File: config.mk
export PLATFORM = sky130hd
export DESIGN_NAME = pci_mem_target
export DESIGN_NICKNAME = d
export VERILOG_FILES = /design/src/rtl/pci_mem_pkg.sv /design/src/rtl/pci_mem_array.sv /design/src/rtl/pci_mem_target.sv
export SDC_FILE = /design/constraint.sdc
export NUM_CORES = 1
export LEC_CHECK = 0
export CORE_AREA = 3 3 237 169
export CTS_CLUSTER_SIZE = 14
export DETAILED_ROUTE_END_ITERATION = 10
export DIE_AREA = 0 0 240 172
export PLACE_DENSITY = 0.62
export SKIP_LAST_GASP = 1
export SLEW_MARGIN = 40
export SYNTH_ARGS = -nofsm -noshare
export SYNTH_HDL_FRONTEND = slang
export SYNTH_HIERARCHICAL = 1
export SYNTH_SLANG_ARGS = --single-unit
File: constraint.sdc
create_clock -name clk -period 6.05 [get_ports clk]
set_input_delay 1.21 -clock clk [delete_from_list [all_inputs] [get_ports clk]]
set_output_delay 1.21 -clock clk [all_outputs]
set_load 0.005 [all_outputs]
File: src/rtl/pci_mem_pkg.sv
// Shared command codes and FSM encoding for the PCI memory target.
package pci_mem_pkg;

   localparam logic [3:0] CMD_MEM_READ  = 4'b0110;
   localparam logic [3:0] CMD_MEM_WRITE = 4'b0111;

   typedef enum logic [1:0] {
      IDLE   = 2'd0,
      WRITE  = 2'd1,
      READ   = 2'd2,
      IGNORE = 2'd3
   } state_e;

endpackage

File: src/rtl/pci_mem_array.sv
// DEPTH x 32 word store with per-byte write enables and one asynchronous read port.
module pci_mem_array
   import pci_mem_pkg::*;
#(
   parameter int DEPTH = 10,
   parameter int AW    = 4
) (
   input  logic          clk,
   input  logic [3:0]    we_i,
   input  logic [AW-1:0] waddr_i,
   input  logic [31:0]   wdata_i,
   input  logic [AW-1:0] raddr_i,
   output logic [31:0]   rdata_o
);

   logic [31:0] mem_q [DEPTH];

   // Contents deliberately have no reset; only enabled byte lanes change.
   always_ff @(posedge clk) begin
      for (int i = 0; i < 4; i++) begin
         if (we_i[i]) mem_q[waddr_i][8*i +: 8] <= wdata_i[8*i +: 8];
      end
   end

   assign rdata_o = mem_q[raddr_i];

endmodule

File: src/rtl/pci_mem_target.sv
// PCI memory target: decodes an address phase, then services write/read bursts
// from a word pointer into pci_mem_array; unmatched cycles are ignored.
module pci_mem_target
   import pci_mem_pkg::*;
#(
   parameter int          DEPTH     = 10,
   parameter logic [31:0] BASE_ADDR = 32'h0000_0000,
   parameter bit          WRAP_EN   = 1'b1
) (
   input  logic        clk,
   input  logic        rst,
   input  logic        FRAME,
   input  logic        IRDY,
   input  logic        TRDY,
   input  logic [3:0]  C_BE,
   input  logic [31:0] AD_in,
   output logic [31:0] AD_out,
   output logic        AD_oe,
   output logic        hit,
   output logic [1:0]  state_dbg_o
);

   localparam int            PW   = $clog2(DEPTH);
   localparam logic [PW-1:0] LAST = PW'(DEPTH - 1);

   state_e        state_q, state_d;
   logic [PW-1:0] ptr_q, ptr_d;
   logic          hit_q, hit_d;
   logic          ad_oe_q, ad_oe_d;
   logic          done_q, done_d;
   logic          frame_q;
   logic [31:0]   ad_out_q, ad_out_d;
   logic [3:0]    we;
   logic [3:0]    we_gated;
   logic [31:0]   rd_data;

   logic [31:0] offset;
   logic [31:0] word_idx;
   logic        addr_hit;
   logic        phase_done;
   logic        start;

   assign offset     = AD_in - BASE_ADDR;
   assign word_idx   = {2'b00, offset[31:2]};
   assign addr_hit   = (AD_in >= BASE_ADDR) && (word_idx < 32'(DEPTH));
   assign phase_done = !IRDY && !TRDY;
   // Only a FRAME falling edge starts a transaction, so a burst aborted by
   // reset is not re-decoded from its data phases.
   assign start      = (state_q == IDLE) && !FRAME && frame_q;

   always_comb begin
      state_d = state_q;
      ptr_d   = ptr_q;
      hit_d   = hit_q;
      ad_oe_d = ad_oe_q;
      done_d  = done_q;
      we      = 4'b0000;
      case (state_q)
         IDLE: begin
            hit_d   = 1'b0;
            ad_oe_d = 1'b0;
            if (start) begin
               done_d = 1'b0;
               ptr_d  = word_idx[PW-1:0];
               if (addr_hit && C_BE == CMD_MEM_WRITE) begin
                  state_d = WRITE;
                  hit_d   = 1'b1;
               end else if (addr_hit && C_BE == CMD_MEM_READ) begin
                  state_d = READ;
                  hit_d   = 1'b1;
               end else begin
                  state_d = IGNORE;
               end
            end
         end
         WRITE, READ: begin
            if (state_q == READ) ad_oe_d = 1'b1;
            if (phase_done) begin
               if (state_q == WRITE && !done_q) we = ~C_BE;
               // Saturating mode flags the last word so later writes drop.
               if (ptr_q == LAST) begin
                  if (WRAP_EN) ptr_d = '0;
                  else         done_d = 1'b1;
               end else begin
                  ptr_d = ptr_q + PW'(1);
               end
               if (FRAME) begin
                  state_d = IDLE;
                  hit_d   = 1'b0;
                  ad_oe_d = 1'b0;
               end
            end
         end
         IGNORE: begin
            hit_d   = 1'b0;
            ad_oe_d = 1'b0;
            if (FRAME && IRDY) state_d = IDLE;
         end
         default: state_d = IDLE;
      endcase
   end

   assign we_gated = rst ? 4'b0000 : we;
   assign ad_out_d = (state_d == READ) ? rd_data : ad_out_q;

   always_ff @(posedge clk) begin
      if (rst) begin
         state_q  <= IDLE;
         ptr_q    <= '0;
         hit_q    <= 1'b0;
         ad_oe_q  <= 1'b0;
         done_q   <= 1'b0;
         frame_q  <= 1'b0;
         ad_out_q <= 32'h0;
      end else begin
         state_q  <= state_d;
         ptr_q    <= ptr_d;
         hit_q    <= hit_d;
         ad_oe_q  <= ad_oe_d;
         done_q   <= done_d;
         frame_q  <= FRAME;
         ad_out_q <= ad_out_d;
      end
   end

   pci_mem_array #(.DEPTH(DEPTH), .AW(PW)) u_array (
      .clk     (clk),
      .we_i    (we_gated),
      .waddr_i (ptr_q),
      .wdata_i (AD_in),
      .raddr_i (ptr_d),
      .rdata_o (rd_data)
   );

   assign AD_out      = ad_out_q;
   assign AD_oe       = ad_oe_q;
   assign hit         = hit_q;
   assign state_dbg_o = state_q;

endmodule

# Word level (Yosys, flattened, before mapping)
# Memories as Yosys holds them, arrays and structs flattened. A register that Yosys moved wholly into a read port is not among the register bits.
# Index checks and enable logic that the tools add are counted.
word_totals:
  input_bits: 41
  ramBits: 320
  register_bits: 9
  output_inout_bits: 36
  wordCells: 66
  n_memories: 1
op_classes:
  bitwise_logic: 1
  magnitude_cmp: 2
  n_addsub: 1
  n_eq_ne: 9
  n_mux: 33
  n_reduce_logical: 14
mem_list:
  columns: ["memory", "words", "width", "read_ports", "rd_ports_with_merged_regs", "write_ports", "line", "rtl"]
  rows:
  - ["u_array.mem_q", 10, 32, 1, 1, 1, "pci_mem_array.sv:16", "logic [31:0] mem_q [DEPTH];"]
ops:
  columns: ["operator", "n"]
  rows:
  - ["$ge A32 B1 Y1 const B", 1]
  - ["$lt A30 B4 Y1 const B", 1]
  - ["$mux W4", 7]
  - ["$mux W1", 17]
  - ["$mux W2", 5]
  - ["$eq A4 B3 Y1 const B", 2]
  - ["$pmux W4 S2", 1]
  - ["$logic_and A1 B1 Y1", 7]
  - ["$eq A2 B2 Y1 const B", 3]
  - ["$pmux W2 S3", 1]
  - ["$add A4 B1 Y4 const B", 1]
  - ["$eq A4 B4 Y1 const B", 1]
  - ["$ne A2 B2 Y1 const B", 2]
  - ["$not A4 Y4", 1]
  - ["$reduce_or A2 Y1", 2]
  - ["$logic_not A1 Y1", 3]
  - ["$pmux W1 S3", 1]
  - ["$eq A2 B1 Y1 const B", 1]
  - ["$logic_not A2 Y1", 1]
  - ["$pmux W1 S2", 1]
  - ["$reduce_and A2 Y1", 1]

# Logic depth before layout (Yosys ltp)
logic_depth:
  word_depth: 8
  ltp_mapped: 15
  depth_no_buf: 12

# By module
# The synthesis kept the hierarchy.
modules_own_cells:
  columns: ["mod", "n_inst", "area_each_um2", "cells_per_inst"]
  rows:
  - ["pci_mem_array", 1, 12888.6, 705]
  - ["pci_mem_target", 1, 2210.9, 233]

# Worst setup path before layout
# OpenSTA, ideal clock, no wires.
synth_path:
  path_type: "input to register"
  start: "in TRDY"
  end: "reg ad_out_q[29] (netlist: AD_out[29]) (read register of u_array.mem_q)"
  required_time_ps: 5978
  setup_ps: 72
  t_arrival_ps: 3267
  stages: 12
  n_path_buf: 2
  setup_slack_ps: 2711
  cell_sequence: "nor2_1 -> and2_1 -> or3b_2 -> a21oi_1 -> a21o_1 -> nor2b_1 -> buf_1 -> clkbuf_1 -> a22o_1 -> o31ai_2 -> nand2b_1 -> mux2i_1"
synth_via:
  word_cells_on_any_way: 7
  cone_classes: "1 x eq/ne; 4 x mux; 2 x reduce/logical"
synth_rtl:
  columns: ["element", "line", "rtl"]
  rows:
  - ["start, declared", "pci_mem_target.sv:14", "input logic TRDY,"]
  - ["$logic_not A1 Y1", "pci_mem_target.sv:46", "assign phase_done = !IRDY && !TRDY;"]
  - ["$logic_and A1 B1 Y1", "pci_mem_target.sv:46", null]
  - ["$mux W4", "pci_mem_target.sv:78", "if (phase_done) begin"]
  - ["$pmux W4 S2", "pci_mem_target.sv:58", "case (state_q)"]
  - ["net ptr_d[2]", "pci_mem_target.sv:27", "logic [PW-1:0] ptr_q, ptr_d;"]
  - ["end, declared", "pci_mem_target.sv:32", "logic [31:0] ad_out_q, ad_out_d;"]
# The timed path passes the listed nets, and every way through them passes these cells.
# A chain may end at the register's enable or synchronous reset.

# Worst setup path in the final report
layout_path:
  start: "in FRAME"
  end: "reg ad_out_q[19] (netlist: AD_out[19]) (read register of u_array.mem_q)"
layout_via:
  word_cells_on_any_way: 12
  cone_classes: "1 x eq/ne; 7 x mux; 4 x reduce/logical"
layout_rtl:
  columns: ["element", "line", "rtl"]
  rows:
  - ["start, declared", "pci_mem_target.sv:12", "input logic FRAME,"]
  - ["$logic_not A1 Y1", "pci_mem_target.sv:49", "assign start = (state_q == IDLE) && !FRAME && frame_q;"]
  - ["$logic_and A1 B1 Y1 (2 in a row)", "pci_mem_target.sv:49", null]
  - ["$mux W4", "pci_mem_target.sv:62", "if (start) begin"]
  - ["$pmux W4 S2", "pci_mem_target.sv:58", null]
  - ["net ptr_d[1]", "pci_mem_target.sv:27", null]
# The timed path passes the listed nets, and every way through them passes these cells.

==> run_results.csv <==
group,metric,value,unit
outcome,status,"complete, no violations",
setup_path,arrival,4.76,ns
power_and_ir_drop,p_int,4180,µW
die,ios,77,
grt,grt_overflow,0,
clock_tree,cts-root-buf,"clkbuf_16",
min_path,hold_path.class,"reg -> reg",
power_and_ir_drop,ir_drop,0.173,mV
routing,firstDrtPassIters,4,
setup_path,setup.worst_path.class,"in -> reg",
synthesis,async_flop_share,0,
routing,initialDrtViolationCount,719,
clock_tree,htreeDepth,2,
routing,via_count,8152,
grt,grt_pass1_wl,51600,µm
finish,nFillCells,3350,
sta,setup_viol,0,
power_and_ir_drop,comb_power_share,0.088,
setup_path,worstPathMaxFanout,14,
sta,worstMarginPinSlew,0.768,ns
synthesis,synth_nets,985,
routing,via_per_inst,5.30,
setup_path,cp.required,6.52,ns
clock_tree,cts_buffers,37,
sta,finalClockSkew,0.0152,ns
power_and_ir_drop,total_power,5390,µW
clock_tree,cts_sinks,361,
synthesis,netlist.area_leader.share,0.636,
sta,min_period_over_period,0.709,
routing,antenna_left,0,
synthesis,synth_edf_count,320,
routing,drcViolationCount,0,
die,rows,60,
synthesis,yosysTopAreaCell,"edfxtp_1",
synthesis,ys.flop_type,"edfxtp_1",
clock_tree,postCtsSetupBuffers,0,
finish,post-route-util,0.458,
finish,seqCellArea,0.0104,mm²
clock_tree,tritoncts,"built",
grt,grt_pass1_vias,8282,
synthesis,synth.distinct_cells,49,
clock_tree,ctsResizeCount,0,
sta,whs,0.474,ns
sta,rsz0062_at_grt,"no",
synthesis,synth.avg_cell_area,16.1,µm²
sta,drv_slew,0,
setup_path,start_kind,"input port",
synthesis,yosys-top-cells-area,"edfxtp_1, mux2_2, mux2i_1, dfxtp_1, nand2b_1",
synthesis,yosys_warnings,6,
sta,fmax,233,MHz
synthesis,ys_seq_elements,361,
die,die_h,172,µm
finish,nNetsFinal,1061,
sta,hold_viol,0,
routing,routed_wl,34100,µm
power_and_ir_drop,p_clk_frac,0.402,
synthesis,yosysMostFrequentCell,"edfxtp_1",
clock_tree,clock_latency,0.54,ns
power_and_ir_drop,p_leak,0.00548,µW
synthesis,syn-cell-area,0.0151,mm²
sta,period_minus_slack,4.29,ns
placement,globalplace.congestion,0.787,
sta,slew_headroom,0.488,
finish,multi_input_area,0.00437,mm²
power_and_ir_drop,p_switching,1210,µW
setup_path,worstSetupStartpoint,"FRAME",
flow_run,max_cap_viol_count,0,
placement,pre_cts_slack,1.27,ns
die,die_w,240,µm
die,die_area,0.0413,mm²
synthesis,syn_inst,938,
sta,tns,0,ns
synthesis,seq_area_frac_synth,0.691,
min_path,hold_start,"AD_out[27]$_SDFFE_PP0N_",
setup_path,r2r_start,"state_dbg_o[0]$_SDFF_PP0_",
finish,drive_gt1_frac,0.191,
grt,antenna_found_initial,2,
finish,diodes,0,
sta,fin_ws,1.76,ns
power_and_ir_drop,seq_power_share,0.509,
grt,track_usage,0.166,
routing,wl_per_cell,22.2,µm
grt,grt_max_degree,60,
finish,areaGrowthSynthToFinish,15.6,%
clock_tree,cts_hold_buf,0,
power_and_ir_drop,powerDensity,309,mW/mm²
placement,dp_hpwl,21600,µm
clock_tree,cts_buffer_depth,3,
die,start_util,0.396,
synthesis,yosys-top-cells-count,"edfxtp_1, mux2i_1, mux2_2",
placement,portBuffers,76,
clock_tree,clkTransAtPathRegs,0.06,ns
power_and_ir_drop,swShare,0.224,
die,core-area,0.0381,mm²
setup_path,cp-end-kind,"flip-flop",
[placed cells by master (no fill, tap or decap), drive strengths merged, types with 2 or more instances in the layout]
cell / count
o22ai: 33
nand2: 43
clkdlybuf4s50: 75
ha: 6
a22o: 32
o21ai: 8
or4: 2
mux2i: 96
nor4: 8
nand4: 3
nand2b: 70
o31ai: 32
nand3: 2
edfxtp: 320
nor3b: 2
mux2: 96
and2: 41
buf: 14
clkbuf: 45
a21oi: 7
inv: 7
nor2: 13
dfxtp: 41
clkinv: 15
nor2b: 9
bufinv: 2
nor3: 7
[power by group through the flow]
stage,Combinational (µW),Sequential [µW],Clock (µW)
final,476,2740,2170
after detailed placement,478,2800,0
after CTS,480,2740,2230
after global routing,511,2740,2330
after global placement,474,2800,0
after floorplan,307,2790,0
[critical path, stage by stage]
cell and delay, ns:
clkdlybuf4s50_1 0.50, and3b_1 0.46, a21oi_1 0.13, o21ai_0 0.59, nand2b_1 0.69, buf_4 0.33
o22ai_1 0.12, o31ai_2 0.47, nand2b_1 0.10, mux2i_1 0.13
[final timing paths]
check                           cells past startpoint  slack [ns]                 endpoint
worst max register to register                     11        2.21  AD_out[19]$_SDFFE_PP0N_
worst min-delay path                                2        0.47  AD_out[27]$_SDFFE_PP0N_
worst max-delay path                               10        1.76  AD_out[19]$_SDFFE_PP0N_
worst min register to register                      2        0.47  AD_out[27]$_SDFFE_PP0N_
[cell type report]
class / count / area share
clock buffer: 45 / 0.0553
clock inverter: 21 / 0.00953
inverter: 4 / 0.000860
multi-input combinational: 521 / 0.250
sequential: 361 / 0.597
tap: 496 / 0.0355
timing repair buffer: 89 / 0.0510
[flip-flops by register name, summed over array words and instances (netlist names)]
name	flops
AD_out	32
AD_oe	1
u_array/mem_q	320
hit	1
frame_q	1
state_dbg_o	2
ptr_q	4
[stage by stage]
stage / std cells / area, µm²
2_1_floorplan: 938 / 15100
3_3_place_gp: 1471 / 16300
3_5_place_dp: 1471 / 16300
4_1_cts: 1537 / 17500
5_1_grt: 1537 / 17500
6_report: 1537 / 17500
[cell families (layout without fill, tap and decap cells)]
logic type,after synthesis,count (layout),synth area share
compound gates,116,116,0.0654
xor+xnor,1,1,0.000580
fa+ha+maj,6,6,0.00497
buf+inv,56,159,0.0235
flops,361,361,0.691
mux,192,192,0.135
simple gates,206,206,0.0796
[routing by layer]
layer | vias to the layer above | global-route usage | routed length [µm]
li1 | 3757 | - | -
met1 | 4146 | 0.249 | 16800
met5 | - | 0 | 9
met2 | 194 | 0.250 | 14900
met3 | 53 | 0.0322 | 1740
met4 | 2 | 0.0399 | 586
Power figures use the tool's default switching activity.
